$ cat src/rtl/calc_pkg.sv
// rtl/calc_pkg.sv - shared calculator types: scanner states, column drives, raw key codes
package calc_pkg;

    typedef enum logic [1:0] {
        ST_SCAN     = 2'd0,
        ST_DEBOUNCE = 2'd1,
        ST_PRESS    = 2'd2,
        ST_RELEASE  = 2'd3
    } scan_state_t;

    localparam logic [3:0] COL0_N = 4'b1110;
    localparam logic [3:0] COL1_N = 4'b1101;
    localparam logic [3:0] COL2_N = 4'b1011;
    localparam logic [3:0] COL3_N = 4'b0111;

    // Raw code = row*4 + col for the usual 1-2-3-A / 4-5-6-B / 7-8-9-C / *-0-#-D layout.
    typedef enum logic [3:0] {
        KEY_1    = 4'd0,  KEY_2 = 4'd1,  KEY_3    = 4'd2,  KEY_A = 4'd3,
        KEY_4    = 4'd4,  KEY_5 = 4'd5,  KEY_6    = 4'd6,  KEY_B = 4'd7,
        KEY_7    = 4'd8,  KEY_8 = 4'd9,  KEY_9    = 4'd10, KEY_C = 4'd11,
        KEY_STAR = 4'd12, KEY_0 = 4'd13, KEY_HASH = 4'd14, KEY_D = 4'd15
    } key_code_t;

    function automatic logic [3:0] col_drive(input logic [1:0] idx);
        logic [3:0] drive;
        drive = COL0_N;
        case (idx)
            2'd0: drive = COL0_N;
            2'd1: drive = COL1_N;
            2'd2: drive = COL2_N;
            2'd3: drive = COL3_N;
        endcase
        return drive;
    endfunction

    // Lowest-numbered low row wins when several rows are pulled down at once.
    function automatic logic [1:0] lowest_low_row(input logic [3:0] rows_n);
        logic [1:0] idx;
        idx = 2'd0;
        for (int i = 3; i >= 0; i--) begin
            if (!rows_n[i]) idx = 2'(i);
        end
        return idx;
    endfunction

endpackage

$ cat src/rtl/keypad_scanner_if.sv
// rtl/keypad_scanner_if.sv - keypad matrix lines and key event outputs
interface keypad_scanner_if;
    logic [3:0] row_in;
    logic [3:0] col_out;
    logic [3:0] key_code;
    logic       key_valid;
    logic       key_held;

    modport master (
        input  row_in,
        output col_out,
        output key_code,
        output key_valid,
        output key_held
    );

    modport slave (
        output row_in,
        input  col_out,
        input  key_code,
        input  key_valid,
        input  key_held
    );
endinterface

$ cat src/rtl/sync_2ff.sv
// rtl/sync_2ff.sv - width-parameterised two-flop synchroniser, resets to all ones
module sync_2ff #(
    parameter int WIDTH = 4
) (
    input  logic             clk,
    input  logic             reset,
    input  logic [WIDTH-1:0] d,
    output logic [WIDTH-1:0] q
);
    logic [WIDTH-1:0] meta;

    // Two back-to-back flops; reset value reads as "all lines released".
    always_ff @(posedge clk or negedge reset) begin
        if (!reset) begin
            meta <= '1;
            q    <= '1;
        end else begin
            meta <= d;
            q    <= meta;
        end
    end
endmodule

$ cat src/rtl/keypad_scanner.sv
// rtl/keypad_scanner.sv - 4x4 keypad column scan, debounce and key event generation
module keypad_scanner
    import calc_pkg::*;
#(
    parameter int SCAN_CYCLES     = 1000,
    parameter int DEBOUNCE_CYCLES = 50000
) (
    input  logic                clk,
    input  logic                reset,
    keypad_scanner_if.master    kp
);
    localparam int CNT_TOP = (SCAN_CYCLES > DEBOUNCE_CYCLES) ? SCAN_CYCLES : DEBOUNCE_CYCLES;
    localparam int CNT_W   = $clog2(CNT_TOP + 1);

    localparam logic [CNT_W-1:0] SCAN_LAST = CNT_W'(SCAN_CYCLES - 1);
    localparam logic [CNT_W-1:0] DEB_LAST  = CNT_W'(DEBOUNCE_CYCLES - 1);
    localparam logic [CNT_W-1:0] CNT_MAX   = CNT_W'(CNT_TOP);

    scan_state_t      state;
    logic [CNT_W-1:0] cnt;
    logic [CNT_W-1:0] cnt_inc;
    logic [1:0]       col_idx;
    logic [1:0]       col_next;
    logic [3:0]       rows_lat;
    logic [3:0]       rows_s;

    sync_2ff #(.WIDTH(4)) u_row_sync (
        .clk   (clk),
        .reset (reset),
        .d     (kp.row_in),
        .q     (rows_s)
    );

    // One shared counter serves dwell, press debounce and release debounce; it saturates.
    assign cnt_inc  = (cnt == CNT_MAX) ? cnt : cnt + CNT_W'(1);
    assign col_next = col_idx + 2'd1;

    // Scan/debounce FSM with registered column drive and key outputs.
    always_ff @(posedge clk or negedge reset) begin
        if (!reset) begin
            state        <= ST_SCAN;
            cnt          <= '0;
            col_idx      <= 2'd0;
            rows_lat     <= 4'hF;
            kp.col_out   <= COL0_N;
            kp.key_code  <= 4'd0;
            kp.key_valid <= 1'b0;
            kp.key_held  <= 1'b0;
        end else begin
            kp.key_valid <= 1'b0;
            case (state)
                ST_SCAN: begin
                    if (cnt == SCAN_LAST) begin
                        cnt <= '0;
                        if (rows_s != 4'hF) begin
                            rows_lat <= rows_s;
                            state    <= ST_DEBOUNCE;
                        end else begin
                            col_idx    <= col_next;
                            kp.col_out <= col_drive(col_next);
                        end
                    end else begin
                        cnt <= cnt_inc;
                    end
                end
                ST_DEBOUNCE: begin
                    if (rows_s == rows_lat) begin
                        if (cnt == DEB_LAST) begin
                            cnt   <= '0;
                            state <= ST_PRESS;
                        end else begin
                            cnt <= cnt_inc;
                        end
                    end else begin
                        // Bounce or early release: resume scanning this same column.
                        cnt   <= '0;
                        state <= ST_SCAN;
                    end
                end
                ST_PRESS: begin
                    kp.key_valid <= 1'b1;
                    kp.key_code  <= {lowest_low_row(rows_lat), col_idx};
                    kp.key_held  <= 1'b1;
                    cnt          <= '0;
                    state        <= ST_RELEASE;
                end
                ST_RELEASE: begin
                    if (rows_s == 4'hF) begin
                        if (cnt == DEB_LAST) begin
                            cnt         <= '0;
                            kp.key_held <= 1'b0;
                            col_idx     <= col_next;
                            kp.col_out  <= col_drive(col_next);
                            state       <= ST_SCAN;
                        end else begin
                            cnt <= cnt_inc;
                        end
                    end else begin
                        cnt <= '0;
                    end
                end
                default: state <= ST_SCAN;
            endcase
        end
    end
endmodule

$ cat src/flat_wrapper.sv
// flat-port wrapper written by rule: the top's interface ports become plain ports
module keypad_scanner_flat import calc_pkg::*;
#(
    parameter int SCAN_CYCLES     = 1000,
    parameter int DEBOUNCE_CYCLES = 50000
)
  (clk, reset, kp_row_in, kp_col_out, kp_key_code, kp_key_valid, kp_key_held);
  keypad_scanner_if kp_i ();
  input  logic clk;
  input  logic reset;
  input wire logic [$bits(kp_i.row_in)-1:0] kp_row_in;
  output wire logic [$bits(kp_i.col_out)-1:0] kp_col_out;
  output wire logic [$bits(kp_i.key_code)-1:0] kp_key_code;
  output wire logic [$bits(kp_i.key_valid)-1:0] kp_key_valid;
  output wire logic [$bits(kp_i.key_held)-1:0] kp_key_held;
  assign kp_i.row_in = kp_row_in;
  assign kp_col_out = kp_i.col_out;
  assign kp_key_code = kp_i.key_code;
  assign kp_key_valid = kp_i.key_valid;
  assign kp_key_held = kp_i.key_held;
  keypad_scanner #(.SCAN_CYCLES(SCAN_CYCLES), .DEBOUNCE_CYCLES(DEBOUNCE_CYCLES)) u_core (.clk(clk), .reset(reset), .kp(kp_i));
endmodule
$ cat config.mk
export PLATFORM = sky130hd
export DESIGN_NAME = keypad_scanner_flat
export DESIGN_NICKNAME = d
export VERILOG_FILES = /design/src/rtl/calc_pkg.sv /design/src/rtl/keypad_scanner_if.sv /design/src/rtl/sync_2ff.sv /design/src/rtl/keypad_scanner.sv /design/src/flat_wrapper.sv
export SDC_FILE = /design/constraint.sdc
export NUM_CORES = 1
export LEC_CHECK = 0
export ABC_AREA = 1
export BUFFER_PORTS_ARGS = -buffer_cell sky130_fd_sc_hd__buf_2
export CAP_MARGIN = 20
export CORE_AREA = 4 4 69 103
export DETAILED_ROUTE_END_ITERATION = 8
export DIE_AREA = 0 0 73 107
export SETUP_SLACK_MARGIN = 0.15
export SLEW_MARGIN = 20
export SYNTH_ARGS = -nofsm -noshare
export SYNTH_HDL_FRONTEND = slang
export SYNTH_SLANG_ARGS = --single-unit
$ cat constraint.sdc
create_clock -name clk -period 2.2 [get_ports clk]
set_input_delay 0 -clock clk [delete_from_list [all_inputs] [get_ports clk]]
set_output_delay 0 -clock clk [all_outputs]
set_load 0.05 [all_outputs]
==> Yosys cells after proc, flatten, opt, wreduce, memory -nomap -nowiden <==
Index checks and enable logic that the tools add are counted.
{ "totals": {"reg_bits": 42, "input_bits": 6, "output_inout_bits": 10, "wordCells": 70} }
{ "classes": {"n_addsub": 2, "eq_ne": 18, "mux": 32, "reduce_logical": 8} }
{ "ops": {"columns": ["op", "n"], "rows": [
  ["$mux W16", 5],
  ["$pmux W16 S4", 1],
  ["$eq A16 B16 Y1 const B", 2],
  ["$mux W2", 14],
  ["$add A16 B1 Y16 const B", 1],
  ["$eq A16 B10 Y1 const B", 1],
  ["$mux W4", 4],
  ["$pmux W4 S4", 1],
  ["$reduce_and A5 Y1", 2],
  ["$eq A2 B2 Y1 const B", 4],
  ["$ne A2 B1 Y1 const B", 4],
  ["$pmux W2 S4", 1],
  ["$pmux W4 S2", 1],
  ["$reduce_and A3 Y1", 2],
  ["$eq A2 B1 Y1 const B", 2],
  ["$eq A4 B4 Y1", 1],
  ["$eq A4 B4 Y1 const B", 1],
  ["$logic_not A2 Y1", 2],
  ["$ne A4 B4 Y1 const B", 1],
  ["$pmux W2 S2", 1],
  ["$reduce_bool A2 Y1", 2],
  ["$mux W1", 3],
  ["$ne A3 B3 Y1 const B", 1],
  ["$add A2 B1 Y2 const B", 1],
  ["2 further kinds", 2]
]} }

==> Longest topological paths before layout <==
{ "logic_depth": {"word_depth": 6, "ltp_mapped": 12, "ltp_nobuf": 11} }

==> Hierarchy <==
Synthesis repeated with hierarchy kept, for this count alone.
{ "unflattened": {"hier_cells": 252, "area_unflattened_um2": 2225.9} }
{ "by_module_without_submodules": {"columns": ["module", "n_inst", "cells_each", "area_per_inst_um2", "seq_area_each_um2"], "rows": [
  ["keypad_scanner", 1, 244, 2015.7, 859.6],
  ["sync_2ff", 1, 8, 210.2, 210.2]
]} }

==> Worst setup path before layout <==
OpenSTA, ideal clock, no wires.
{ "synth_timing": {"path_type": "register to register", "from": "register with a tool-made name", "to": "register u_core.cnt[1]", "setup_time_ns": 0.073, "arrival_ns": 1.422, "required_ns": 2.127, "setup_slack_ns": 0.705, "path_stages_with_launch": 9, "n_path_buf": 1, "synth_period_minus_slack_ns": 1.495, "path_cell_list": "dfrtp_1 inv_1 ha_1 a21boi_1 nand2_1 nor3_2 o21ai_4 buf_12 a21oi_2"} }
{ "synth_lines": {"columns": ["item", "line", "text"], "rows": [
  ["to (signal assigned)", "keypad_scanner.sv:63", "cnt <= cnt_inc;"],
  ["to (signal assigned)", "keypad_scanner.sv:72", "cnt <= cnt_inc;"],
  ["to (signal assigned)", "keypad_scanner.sv:96", "cnt <= cnt_inc;"],
  ["to (decl)", "keypad_scanner.sv:20", "logic [CNT_W-1:0] cnt;"]
]} }

==> Worst setup path after layout <==
{ "layout_timing": {"from": "register u_core.state[0]", "to": "register u_core.cnt[8]"} }
{ "layout_between": {"elab_chain_len": 2, "elab_cells_between_ends": 5, "classes_between": "3 x eq/ne; 1 x mux; 1 x reduce/logical"} }
{ "layout_lines": {"columns": ["item", "line", "text"], "rows": [
  ["from (decl)", "keypad_scanner.sv:19", "scan_state_t state;"],
  ["from (signal assigned)", "keypad_scanner.sv:41", "state <= ST_SCAN;"],
  ["from (signal assigned)", "keypad_scanner.sv:57", "state <= ST_DEBOUNCE;"],
  ["from (signal assigned)", "keypad_scanner.sv:70", "state <= ST_PRESS;"],
  ["$eq A2 B2 Y1 (tied with other cells)", "keypad_scanner.sv:51", "case (state)"],
  ["$pmux W16 S4 (*)", "keypad_scanner.sv:51", null]
]} }
Mark *: on every way between the ends. The rest lies on a longest branch, timed or not.
A chain may end at the register's enable or synchronous reset.

==> results.py <==
metrics = {
    "cts": {
        "cts_made_buffers": 5,
        "cts-root-buf": "clkbuf_8",
        "clk_pin_slew_worst_paths_ps": 90,
        "worstSkewPairLatency_ps": 300,
        "cts_buffer_depth": 2,
        "cts-htree-levels": 2,
        "cts_sinks": 42,
        "cts_tree": "yes",
    },
    "power": {
        "p_leak_nw": 1.16,
        "p_per_area_mw_per_mm2": 514,
        "vdd_drop_max_mv": 0.287,
        "p_total_mw": 1.32,
    },
    "finish": {
        "drive_gt1_share_pct": 28.8,
        "final_nets": 294,
        "synthToLayoutAreaGrowth_pct": 11.5,
        "stdcell_count": 352,
        "multiInputGateArea_mm2": 0.00107,
        "insertedDiodeCount": 0,
        "final-seq-area_mm2": 0.00107,
        "fillers": 625,
    },
    "place": {
        "place_hpwl_um": 3060,
        "dp_cells": 339,
        "io_buffers": 15,
        "place.gp.congestion": 0.867,
    },
    "floorplan": {
        "num_rows": 35,
        "dieHeight_um": 107,
        "io-pin-count": 16,
        "core_mm2": 0.00617,
        "start_util_pct": 37.3,
        "dieArea_mm2": 0.00781,
        "die_w_um": 73,
    },
    "grt": {
        "busiest_layer": "met2",
        "grt_use_met2_pct": 20.3,
        "antenna_found_initial": 0,
        "grtUsageMet1_pct": 14.4,
        "grt_pass1_vias": 1639,
        "use_met3_pct": 3.47,
        "grt_max_degree": 43,
        "grt_usage_pct": 12.4,
        "grt_pass1_wl_um": 7480,
        "globalRoute.totalOverflow": 0,
    },
    "timing": {
        "finalSetupTns_ps": 0,
        "finClkSkew_ps": 13.4,
        "fmax_mhz": 587,
        "hold_viol_final": 0,
        "timing.final.crit_share_pct": 77.5,
        "finalMaxSlewViolations": 0,
        "slew_headroom_pct": 37.9,
        "layout_min_cycle_time_ps": 1700,
        "rsz0062_at_grt": "false",
        "setup_viol": 0,
        "worst_pin_slew_ps": 931,
        "holdWs_ps": 348,
    },
    "setup_path": {
        "cp_max_fo": 16,
        "cp_data_required_time_ps": 2350,
        "path_delay_family": "compound AO/OA/AOI/OAI gates",
        "cp-end-kind": "flip-flop",
        "cpMaxStageDelayCell": "o21ai_4",
        "path_cells": "ha_1, a21boi_1, nand2_1, nor3_2, o21ai_4, a21oi_1",
        "crit_type": "flip-flop to flip-flop",
        "cpPeakStageDelay_ps": 460,
        "critPathLaunchType": "flip-flop",
        "crit_buf_inv": 0,
        "critPathArrivalTime_ps": 1860,
    },
    "logic_synthesis": {
        "synthCells": 253,
        "synth.avg_cell_area_um2": 9.09,
        "syn_area_mm2": 0.00230,
        "synthFlopType": "dfrtp_1",
        "synth_cell_types": 35,
        "synth-seq-area-share_pct": 46.5,
        "synth-warning-count": 0,
        "synth_edf_count": 0,
        "ys_seq_elements": 42,
        "syn_nets": 270,
        "synthArstFlopShare_pct": 100,
    },
    "routing": {
        "wirelength_um": 4210,
        "drtIter0Drc": 52,
        "wl_per_cell_um": 12.0,
        "drc_errors": 0,
        "vias_per_cell": 4.64,
        "num_vias": 1635,
        "ant_nets": 0,
        "drtPass1Iterations": 4,
    },
    "status": {
        "status": "completed",
    },
    "min_path": {
        "min_path_type": "flip-flop to flip-flop",
    },
    "flow_run": {
        "maxCapViolations": 0,
    },
}
[repair_timing]
item                      in CTS  in global routing
hold endpoints to repair      31                  0
gates resized for setup        0                  0
setup buffers                  0                  0
hold buffers                   5                  0
[worst register-to-register path, cell delays in order (launching register included)]
cell	delay [ps]
dfrtp_1	450
ha_1	220
a21boi_1	120
nand2_1	90
nor3_2	70
o21ai_4	460
a21oi_1	140
[cell usage in the layout (no fill, tap or decap), types with 3 or more instances in the layout]
master and count:
a21oi_1 9, a21oi_2 10, buf_2 15, clkbuf_8 5
dfrtp_1 27, dfstp_2 15, dlygate4sd3_1 5, ha_1 11
inv_1 25, inv_2 6, nand2_1 51, nand2_2 6
nand3_1 13, nand4_1 6, nor2_1 20, nor2_2 8
o21ai_0 7, o21ai_1 3, o21ai_2 4, xor2_1 12
[state kept, by name (all words and copies together) (netlist names), named ones only]
| signal | flops |
|---|---|
| u_core.kp.key_held | 1 |
| u_core.state | 1 |
| u_core.kp.col_out | 4 |
| u_core.kp.key_code | 4 |
| u_core.cnt | 16 |
| u_core.u_row_sync.q | 4 |
| u_core.rows_lat | 4 |
| u_core.kp.key_valid | 1 |
| u_core.u_row_sync.meta | 4 |
| u_core.col_idx | 2 |
[cells in the mapped netlist (2+ instances only)]
library cell	instances	area [µm²]
o21ai_1	3	15.0
nand4_1	6	37.5
nor2_1	20	75.1
nand2_2	6	37.5
dfrtp_1	27	676
nand2_1	51	191
nand3_1	13	65.1
nor2_2	8	50.1
o21ai_2	4	35.0
inv_2	6	22.5
o21ai_0	7	35.0
dfstp_2	15	394
xor2_1	12	105
ha_1	11	138
nor2_4	2	22.5
inv_1	25	93.8
nor3_1	2	10.0
a21oi_2	10	87.6
a21oi_1	9	45.0
[cell families after synthesis]
kind of cell	count (synthesis)	synth area share [%]
simple gates	112	22.9
compound gates	40	12.7
xor+xnor	13	4.95
buf+inv	35	6.91
flops	42	46.5
fa+ha+maj	11	5.98
[through the flow]
step | util, % | cell area (µm²) | setup WS, ps
2_1_floorplan | - | 2300 | 705
3_3_place_gp | 39.4 | 2430 | 519
3_5_place_dp | 39.4 | 2430 | 453
4_1_cts | 41.6 | 2570 | 446
5_1_grt | 41.6 | 2570 | 359
6_report | 41.6 | 2570 | 496
[area by class of cell]
cell class	count	share of cell area, %
clock inverter	2	0.390
sequential	42	41.7
clock buffer	6	2.83
timing repair buffer	21	5.17
inverter	31	4.53
multi-input combinational	176	41.8
tap	74	3.61
[worst paths after layout]
check,start,to,slack (ps),depth (start not counted)
min,u_core.u_row_sync.meta[3],u_core.u_row_sync.q[3],350,0
min reg2reg,u_core.u_row_sync.meta[3],u_core.u_row_sync.q[3],350,0
max in group asynchronous,reset,u_core.cnt[3],1250,2
max reg2reg,u_core.state[0],u_core.cnt[8],500,6
min in group asynchronous,reset,u_core.cnt[13],370,2
max,u_core.state[0],u_core.cnt[8],500,6
[per-layer routing]
layer  vias to the layer above  part of all wire, %
li1                        854                    -
met1                       747                   42
met2                        22                   51
met3                        12                  2.9
met4                         0                  3.4
met5                         -                    0
[report_power, final]
group	switching, mW	internal (mW)	leakage (nW)
registers	0.00413	0.786	0.519
clock network	0.276	0.221	0.0450
logic	0.0221	0.0111	0.591
total	0.303	1.02	1.16
(Power assumes the default switching activity.)
